File: src/rtl/fetch_pc_unit_if.sv
// Fetch-stage bus bundle: redirect/stall controls in, instruction-memory port, IF/ID register out.
// Latency: none (pure signal grouping).
// Backpressure: stall is carried here; the fetch unit holds all IF/ID state while it is high.
//
// slave  : view taken by fetch_pc_unit (drives imem_addr and ifid_*).
// master : view taken by the surrounding pipeline / memory (drives controls and imem_data).
interface fetch_pc_unit_if #(
  parameter int PC_W    = 32,
  parameter int INSTR_W = 16
);
  logic               stall;
  logic               br_taken;
  logic [PC_W-1:0]    br_target;
  logic [PC_W-1:0]    imem_addr;
  logic [INSTR_W-1:0] imem_data;
  logic [INSTR_W-1:0] ifid_instr;
  logic [INSTR_W-1:0] ifid_imm;
  logic [PC_W-1:0]    ifid_pc_next;
  logic               ifid_valid;

  modport slave (
    input  stall, br_taken, br_target, imem_data,
    output imem_addr, ifid_instr, ifid_imm, ifid_pc_next, ifid_valid
  );

  modport master (
    output stall, br_taken, br_target, imem_data,
    input  imem_addr, ifid_instr, ifid_imm, ifid_pc_next, ifid_valid
  );
endinterface

File: src/rtl/fetch_pc_unit.sv
// Fetch stage: PC register, reset-vector load, one/two-word instruction assembly into IF/ID.
// Latency: one-word instr in IF/ID 1 cycle after address issue; two-word after 2 (one bubble).
// Backpressure: stall freezes PC/state/IF/ID; br_taken redirects and overrides stall.
//
// Ports: clk, rst (async active-low), bus (fetch_pc_unit_if.slave):
//   in : stall, br_taken, br_target, imem_data (asynchronous read of imem_addr)
//   out: imem_addr (combinational), ifid_instr, ifid_imm, ifid_pc_next, ifid_valid
module fetch_pc_unit #(
  parameter int               PC_W           = 32,
  parameter int               INSTR_W        = 16,
  parameter logic [PC_W-1:0]  RESET_VEC_ADDR = '0,
  parameter int               IMM_BIT        = 15
) (
  input  logic           clk,
  input  logic           rst,
  fetch_pc_unit_if.slave bus
);

  typedef enum logic [1:0] {VEC_HI, VEC_LO, FETCH, FETCH_IMM} state_e;

  state_e               state_q;
  logic [PC_W-1:0]      pc_q;
  logic [INSTR_W-1:0]   vec_hi_q;
  logic [INSTR_W-1:0]   op_buf_q;
  logic [INSTR_W-1:0]   ifid_instr_q;
  logic [INSTR_W-1:0]   ifid_imm_q;
  logic [PC_W-1:0]      ifid_pc_next_q;
  logic                 ifid_valid_q;

  logic [PC_W-1:0]      pc_inc_d;
  logic [2*INSTR_W-1:0] vec_full_d;

  // Wraps silently at the top of the address space.
  assign pc_inc_d   = pc_q + PC_W'(1);
  assign vec_full_d = {vec_hi_q, bus.imem_data};

  always_comb begin
    bus.imem_addr = pc_q;
    case (state_q)
      VEC_HI:  bus.imem_addr = RESET_VEC_ADDR;
      VEC_LO:  bus.imem_addr = RESET_VEC_ADDR + PC_W'(1);
      default: bus.imem_addr = pc_q;
    endcase
  end

  assign bus.ifid_instr   = ifid_instr_q;
  assign bus.ifid_imm     = ifid_imm_q;
  assign bus.ifid_pc_next = ifid_pc_next_q;
  assign bus.ifid_valid   = ifid_valid_q;

  always_ff @(posedge clk or negedge rst) begin
    if (!rst) begin
      state_q        <= VEC_HI;
      pc_q           <= '0;
      vec_hi_q       <= '0;
      op_buf_q       <= '0;
      ifid_instr_q   <= '0;
      ifid_imm_q     <= '0;
      ifid_pc_next_q <= '0;
      ifid_valid_q   <= 1'b0;
    end else begin
      case (state_q)
        // Vector load ignores stall and redirects; IF/ID stays a bubble.
        VEC_HI: begin
          vec_hi_q <= bus.imem_data;
          state_q  <= VEC_LO;
        end
        VEC_LO: begin
          pc_q    <= PC_W'(vec_full_d);
          state_q <= FETCH;
        end
        default: begin
          if (bus.br_taken) begin
            // Redirect wins over stall; any half-assembled op_buf is abandoned
            // simply by returning to FETCH. ifid data fields may go stale.
            pc_q         <= bus.br_target;
            state_q      <= FETCH;
            ifid_valid_q <= 1'b0;
          end else if (!bus.stall) begin
            pc_q <= pc_inc_d;
            if (state_q == FETCH) begin
              if (bus.imem_data[IMM_BIT]) begin
                op_buf_q     <= bus.imem_data;
                ifid_valid_q <= 1'b0;
                state_q      <= FETCH_IMM;
              end else begin
                ifid_instr_q   <= bus.imem_data;
                ifid_imm_q     <= '0;
                ifid_pc_next_q <= pc_inc_d;
                ifid_valid_q   <= 1'b1;
              end
            end else begin
              ifid_instr_q   <= op_buf_q;
              ifid_imm_q     <= bus.imem_data;
              ifid_pc_next_q <= pc_inc_d;
              ifid_valid_q   <= 1'b1;
              state_q        <= FETCH;
            end
          end
        end
      endcase
    end
  end

endmodule
File: src/flat_wrapper.sv
// flat-port wrapper written by rule: the top's interface ports become plain ports
module fetch_pc_unit_flat 
#(
  parameter int               PC_W           = 32,
  parameter int               INSTR_W        = 16,
  parameter logic [PC_W-1:0]  RESET_VEC_ADDR = '0,
  parameter int               IMM_BIT        = 15
)
  (clk, rst, bus_stall, bus_br_taken, bus_br_target, bus_imem_data, bus_imem_addr, bus_ifid_instr, bus_ifid_imm, bus_ifid_pc_next, bus_ifid_valid);
  fetch_pc_unit_if #(.PC_W(PC_W), .INSTR_W(INSTR_W)) bus_i ();
  input  logic clk;
  input  logic rst;
  input wire logic [$bits(bus_i.stall)-1:0] bus_stall;
  input wire logic [$bits(bus_i.br_taken)-1:0] bus_br_taken;
  input wire logic [$bits(bus_i.br_target)-1:0] bus_br_target;
  input wire logic [$bits(bus_i.imem_data)-1:0] bus_imem_data;
  output wire logic [$bits(bus_i.imem_addr)-1:0] bus_imem_addr;
  output wire logic [$bits(bus_i.ifid_instr)-1:0] bus_ifid_instr;
  output wire logic [$bits(bus_i.ifid_imm)-1:0] bus_ifid_imm;
  output wire logic [$bits(bus_i.ifid_pc_next)-1:0] bus_ifid_pc_next;
  output wire logic [$bits(bus_i.ifid_valid)-1:0] bus_ifid_valid;
  assign bus_i.stall = bus_stall;
  assign bus_i.br_taken = bus_br_taken;
  assign bus_i.br_target = bus_br_target;
  assign bus_i.imem_data = bus_imem_data;
  assign bus_imem_addr = bus_i.imem_addr;
  assign bus_ifid_instr = bus_i.ifid_instr;
  assign bus_ifid_imm = bus_i.ifid_imm;
  assign bus_ifid_pc_next = bus_i.ifid_pc_next;
  assign bus_ifid_valid = bus_i.ifid_valid;
  fetch_pc_unit #(.PC_W(PC_W), .INSTR_W(INSTR_W), .RESET_VEC_ADDR(RESET_VEC_ADDR), .IMM_BIT(IMM_BIT)) u_core (.clk(clk), .rst(rst), .bus(bus_i));
endmodule
File: config.mk
export PLATFORM = sky130hd
export DESIGN_NAME = fetch_pc_unit_flat
export DESIGN_NICKNAME = d
export VERILOG_FILES = /design/src/rtl/fetch_pc_unit_if.sv /design/src/rtl/fetch_pc_unit.sv /design/src/flat_wrapper.sv
export SDC_FILE = /design/constraint.sdc
export NUM_CORES = 1
export LEC_CHECK = 0
export ABC_AREA = 1
export CORE_MARGIN = 8
export CORE_UTILIZATION = 40
export CTS_CLUSTER_SIZE = 12
export DETAILED_ROUTE_END_ITERATION = 12
export DONT_BUFFER_PORTS = 1
export GPL_ROUTABILITY_DRIVEN = 0
export SLEW_MARGIN = 20
export SYNTH_ARGS = -nofsm -noshare
export SYNTH_HDL_FRONTEND = slang
export SYNTH_SLANG_ARGS = --single-unit
File: constraint.sdc
create_clock -name clk -period 3.09 [get_ports clk]
set_input_delay 0.309 -clock clk [delete_from_list [all_inputs] [get_ports clk]]
set_output_delay 0.309 -clock clk [all_outputs]
set_load 0.02 [all_outputs]
==> flow_metrics.tcl, run 1 <==
set metrics [dict create \
    seq_area_frac_synth 0.486 \
    start_kind "flip-flop" \
    slowest_delay_ns 0.67 \
    hold_ws_ns -0.414 \
    dr.pass1.iters 5 \
    cp_cell_sequence "buf_4 > inv_2 > nor2_2 > inv_2 > nor2_2 > nor3_4 > buf_4 > a31oi_1" \
    syn2layout_area_growth_pct 11.0 \
    cts_root_buffer "clkbuf_16" \
    regArea_mm2 0.00328 \
    final_cell_mix "nand2_1 (252), dfrtp_1 (131), inv_1 (110)" \
    synthCells 905 \
    wl_per_cell_um 18.9 \
    core_mm2 0.0165 \
    syn_nets 958 \
    place_hpwl_um 15400 \
    arrival_ns 2.50 \
    pin_count 149 \
    crit_buf_inv 4 \
    clk_latency_ns 0.42 \
    finalHoldViolations 131 \
    rsz0062_at_grt "no" \
    netlist_top_cells_area "dfrtp_1 (49%), nand2_1 (14%), o21ai_0 (7.9%)" \
    final_common_cell "nand2_1" \
    clkSinkCount 131 \
    syn-cell-area_mm2 0.00674 \
    clk_pin_slew_ns 0.06 \
    yosysTopAreaCellShare 0.486 \
    finalSetupTns_ns 0 \
    setup.worst_path.end_class "flip-flop" \
    drc 0 \
    multiInputGateArea_mm2 0.00282 \
    io_buffers 0 \
    hold_path_class "primary input to asynchronous set/reset pin" \
    cts_buffers 17 \
    drv_cap 0 \
    ys_warn_count 0 \
    num_rows 47 \
    overflow 0 \
    nets 940 \
    grt_pass1_vias 5773 \
    fin_worst_skew_ns 0.00607 \
    path_max_fanout 82 \
    finalNonFillerCells 1123 \
    ys_types 27 \
    grt_usage 0.200 \
    crit_family "buffers and inverters" \
    pre_cts_ws_ns 0.870 \
    max_slew.worst_pin.slew_ns 0.887 \
    slew_violations 0 \
    p_leak_nw 3.67 \
    dp_cells 1088 \
    cp_slowest_cell "buf_4" \
    ys_ff_latch 131 \
    placed_area_mm2 0.00686 \
    critPathRequiredTime_ns 3.34 \
    final_cell_area_mm2 0.00748 \
    die_area_mm2 0.0213 \
    rrSetupSlack_ns 0.84 \
    routed_wl_um 21200 \
    finalCritPeriodShare 0.729 \
    vias 5916 \
    setup_viol 0 \
    clockBufferDepth 2 \
    yosysTopAreaCell "dfrtp_1" \
    grt_max_degree 132 \
    die_w_um 146 \
    syn_area_per_cell_um2 7.45 \
    htreeDepth 4 \
    violations "negative hold slack" \
    fp.dieH_um 146 \
    antenna_found_initial 2 \
    power.density_mw_per_mm2 856 \
    drt_iter0_drc 464 \
    layout_setup_ws_ns 0.837 \
    drive_above_1_share 0.0533 \
    start_util 0.408 \
    max_freq_ghz 0.444 \
    totalPowerFinal_mw 6.40 \
    nFillCells 1693 \
    path_class "flip-flop to flip-flop" \
    grt_pass1_wl_um 33300 \
    ir_drop_mv 0.518 \
    via_per_inst 5.27 \
    postLayoutCoreUtil 0.453 \
    cts_tree "yes" \
    min_period_ns 2.25 \
    status "finished, violations left" \
    relSlewSlack 0.407 \
    ant_nets 0 \
]
-- state kept, by name, summed over array words and instances (netlist names) --
signal and flops:
u_core.bus.ifid_pc_next 32, u_core.state_q 2, u_core.bus.ifid_instr 16, u_core.vec_hi_q 16, u_core.bus.ifid_imm 16, u_core.bus.ifid_valid 1
u_core.pc_q 32, u_core.op_buf_q 16
-- synth_stat cells --
cell and instances:
o22ai_1 1, o31ai_1 16, nor2_2 3, clkbuf_1 25, nand2_1 252, buf_1 5, a31oi_1 38, buf_4 3
ha_1 1, inv_1 110, inv_2 4, nand2_2 1, buf_6 4, nor3_1 1, nor3_2 1, nor2_1 109
xnor2_1 2, dfrtp_1 131, nand3_1 34, o21ai_0 106, a22oi_1 10, xor2_1 6, a211oi_1 1, nand3b_1 3
buf_2 8, a21oi_1 23, o21bai_1 7
-- final cells by class --
class | count | area share
Sequential cell | 131 | 0.438
Multi-Input combinational cell | 615 | 0.377
Clock buffer | 24 | 0.0684
Inverter | 114 | 0.0572
Tap cell | 220 | 0.0368
Clock inverter | 8 | 0.0130
Timing Repair Buffer | 8 | 0.00803
Antenna cell | 3 | 0.00100
-- path summary, 6_finish.rpt --
kind                                                      start                                 endpoint  cells after the start
worst max register to register    u_core.state_q[1]$_DFFE_PN0P_     u_core.bus.ifid_instr[0]$_DFFE_PN0P_                      8
worst min register to register  u_core.op_buf_q[15]$_DFFE_PN0P_          u_core.op_buf_q[15]$_DFFE_PN0P_                      2
worst max-delay path              u_core.state_q[1]$_DFFE_PN0P_     u_core.bus.ifid_instr[0]$_DFFE_PN0P_                      8
max in group asynchronous                                   rst          u_core.vec_hi_q[14]$_DFFE_PN0P_                      0
worst min-delay path                                        rst  u_core.bus.ifid_pc_next[17]$_DFFE_PN0P_                      0
min in group clk                               bus_imem_data[7]     u_core.bus.ifid_instr[7]$_DFFE_PN0P_                      2
-- routing by layer --
layer / vias to the layer above / share of wire / global-route usage
met5: - / 0 / 0
met4: 0 / 0.018 / 0.0724
met3: 28 / 0.097 / 0.0740
met2: 242 / 0.44 / 0.293
met1: 2766 / 0.44 / 0.263
li1: 2880 / - / -
-- power by group --
group          total (mW)  switching, mW  internal [mW]
logic                1.22          0.808          0.408
clock network        2.07          0.758           1.31
registers            3.11          0.872           2.24
-- repair_timing --
action,in CTS,in global routing
endpoints found under the hold margin,131,131
gates resized for setup,0,0
buffers inserted,0,0
-- cells by family after synthesis --
group / Yosys count / synth area share
xor gates and xnor gates: 8 / 0.0104
DFF: 131 / 0.486
adders and majority gates: 1 / 0.00186
buffers and inverters: 159 / 0.0961
AOI/OAI and AO/OA: 202 / 0.170
and+or+nand+nor: 404 / 0.236
Power figures use the tool's default switching activity.
==> run 2: changes to the inputs <==
- clock period: 3.09 -> 1.96 ns (I/O delays scaled with it)
==> flow_metrics.tcl, run 2 (synthesis gave the netlist of run 1 again) <==
set metrics [dict create \
    hold_ws_ns -0.523 \
    regArea_mm2 0.00328 \
    cellInternalPower_mw 6.13 \
    power.density_mw_per_mm2 1290 \
    start_kind "flip-flop" \
    ir_drop_mv 0.723 \
    critPathRequiredTime_ns 2.26 \
    drc 0 \
    crit_path_end "u_core.pc_q[28]$_DFFE_PN0P_" \
    postLayoutCoreUtil 0.465 \
    switching_share 0.384 \
    p_leak_nw 3.78 \
    cts_setup_buffers 0 \
    max_slew.worst_pin.slew_ns 0.828 \
    setup.worst_path.end_class "flip-flop" \
    clk_latency_ns 0.42 \
    placed_area_mm2 0.00696 \
    pin_count 149 \
    fin_worst_skew_ns 0.00479 \
    dp_cells 1098 \
    drv_cap 0 \
    switchingPower_mw 3.82 \
    antenna_found_initial 1 \
    final_cell_mix "nand2_1 (252), dfrtp_1 (131), inv_1 (110)" \
    grt_max_degree 132 \
    cts_buffers 17 \
    timing.rr.start "u_core.pc_q[1]$_DFFE_PN0P_" \
    io_buffers 0 \
    relSlewSlack 0.447 \
    min_period_ns 1.78 \
    finalNonFillerCells 1145 \
    finalHoldViolations 131 \
    rsz0062_at_grt "yes" \
    arrival_ns 2.08 \
    final_cell_area_mm2 0.00768 \
    status "finished, violations left" \
    path_class "flip-flop to flip-flop" \
    fp.dieH_um 146 \
    start_util 0.408 \
    hold_path_class "primary input to asynchronous set/reset pin" \
    final_common_cell "nand2_1" \
    slew_violations 0 \
    die_area_mm2 0.0213 \
    path_max_fanout 6 \
    num_rows 47 \
    setup_viol 0 \
    pwr-share-seq 0.494 \
    worstReg2RegEnd "u_core.pc_q[28]$_DFFE_PN0P_" \
    htreeDepth 4 \
    dr.pass1.iters 5 \
    nets 967 \
    max_freq_ghz 0.560 \
    drive_above_1_share 0.0574 \
    place_hpwl_um 15700 \
    ant_nets 0 \
    core_mm2 0.0165 \
    grt_pass1_vias 5990 \
    violations "negative hold slack" \
    cts_root_buffer "clkbuf_16" \
    wl_per_cell_um 19.1 \
    overflow 0 \
    hold_buffers 17 \
    vias 6019 \
    routed_wl_um 21900 \
    via_per_inst 5.26 \
    power_frac_comb 0.205 \
    crit_path_start "u_core.pc_q[1]$_DFFE_PN0P_" \
    clkSinkCount 131 \
    die_w_um 146 \
    clkPwrFrac 0.301 \
    grt_usage 0.208 \
    finalCritPeriodShare 0.911 \
    clk_pin_slew_ns 0.05 \
    clockBufferDepth 2 \
    ff2ff_path_depth 10 \
    finalSetupTns_ns 0 \
    grt_pass1_wl_um 34600 \
    syn2layout_area_growth_pct 13.9 \
    cts_tree "yes" \
    rrSetupSlack_ns 0.18 \
    drt_iter0_drc 453 \
    nFillCells 1704 \
    multiInputGateArea_mm2 0.00282 \
]
## run 2: final cells by class
type | instances | share of cell area
Antenna cell | 1 | 0.000326
Tap cell | 220 | 0.0359
Multi-Input combinational cell | 615 | 0.368
Sequential cell | 131 | 0.427
Clock buffer | 22 | 0.0592
Timing Repair Buffer | 35 | 0.0430
Inverter | 114 | 0.0557
Clock inverter | 7 | 0.0111
## run 2: stage by stage
stage / power [mW] / worst slack, ns
final: 9.94 / 0.175
after global routing: 10.5 / -0.0102
after CTS: 10.0 / 0.155
after detailed placement: 6.97 / 0.170
after global placement: 6.92 / 0.229
after floorplan: 6.26 / 0.393
## run 2: critical path: stages (launching register included)
cell and delay (ns):
dfrtp_1 0.40, ha_1 0.20, nand2_1 0.07, nor2_2 0.17, nand2_1 0.19, nor2_1 0.26
nand2_1 0.08, nand2_1 0.07, nand3_1 0.08, nand2_1 0.09, a21oi_1 0.05
## run 2: how the worst min path moves through the flow
stage,endpoint,start,cells after the start,slack [ns]
after floorplan,u_core.bus.ifid_imm[0]$_DFFE_PN0P_,rst,0,-0.1
after global placement,u_core.bus.ifid_pc_next[18]$_DFFE_PN0P_,rst,0,-0.09
after detailed placement,u_core.bus.ifid_pc_next[18]$_DFFE_PN0P_,rst,0,-0.09
after CTS,u_core.bus.ifid_pc_next[18]$_DFFE_PN0P_,rst,0,-0.54
after global routing,u_core.bus.ifid_pc_next[17]$_DFFE_PN0P_,rst,0,-0.54
final,u_core.bus.ifid_pc_next[18]$_DFFE_PN0P_,rst,0,-0.52
## run 2: timing repair
action	4_1_cts	5_1_grt
endpoints found under the setup margin	0	3
resized for setup	0	1
endpoints found under the hold margin	158	131
## run 2: power groups by stage
stage / clock, mW / combinational (mW) / sequential [mW]
floorplan: 0 / 1.60 / 4.66
global placement: 0 / 1.97 / 4.96
detailed placement: 0 / 2.00 / 4.97
CTS: 3.05 / 2.04 / 4.93
global route: 3.15 / 2.34 / 5.05
finish: 2.99 / 2.04 / 4.91
## run 2: per-layer routing
metal  GRT usage  part of all wire
met3      0.0759              0.10
met4      0.0651             0.015
met5           0                 0
met2       0.313              0.45
met1       0.274              0.43
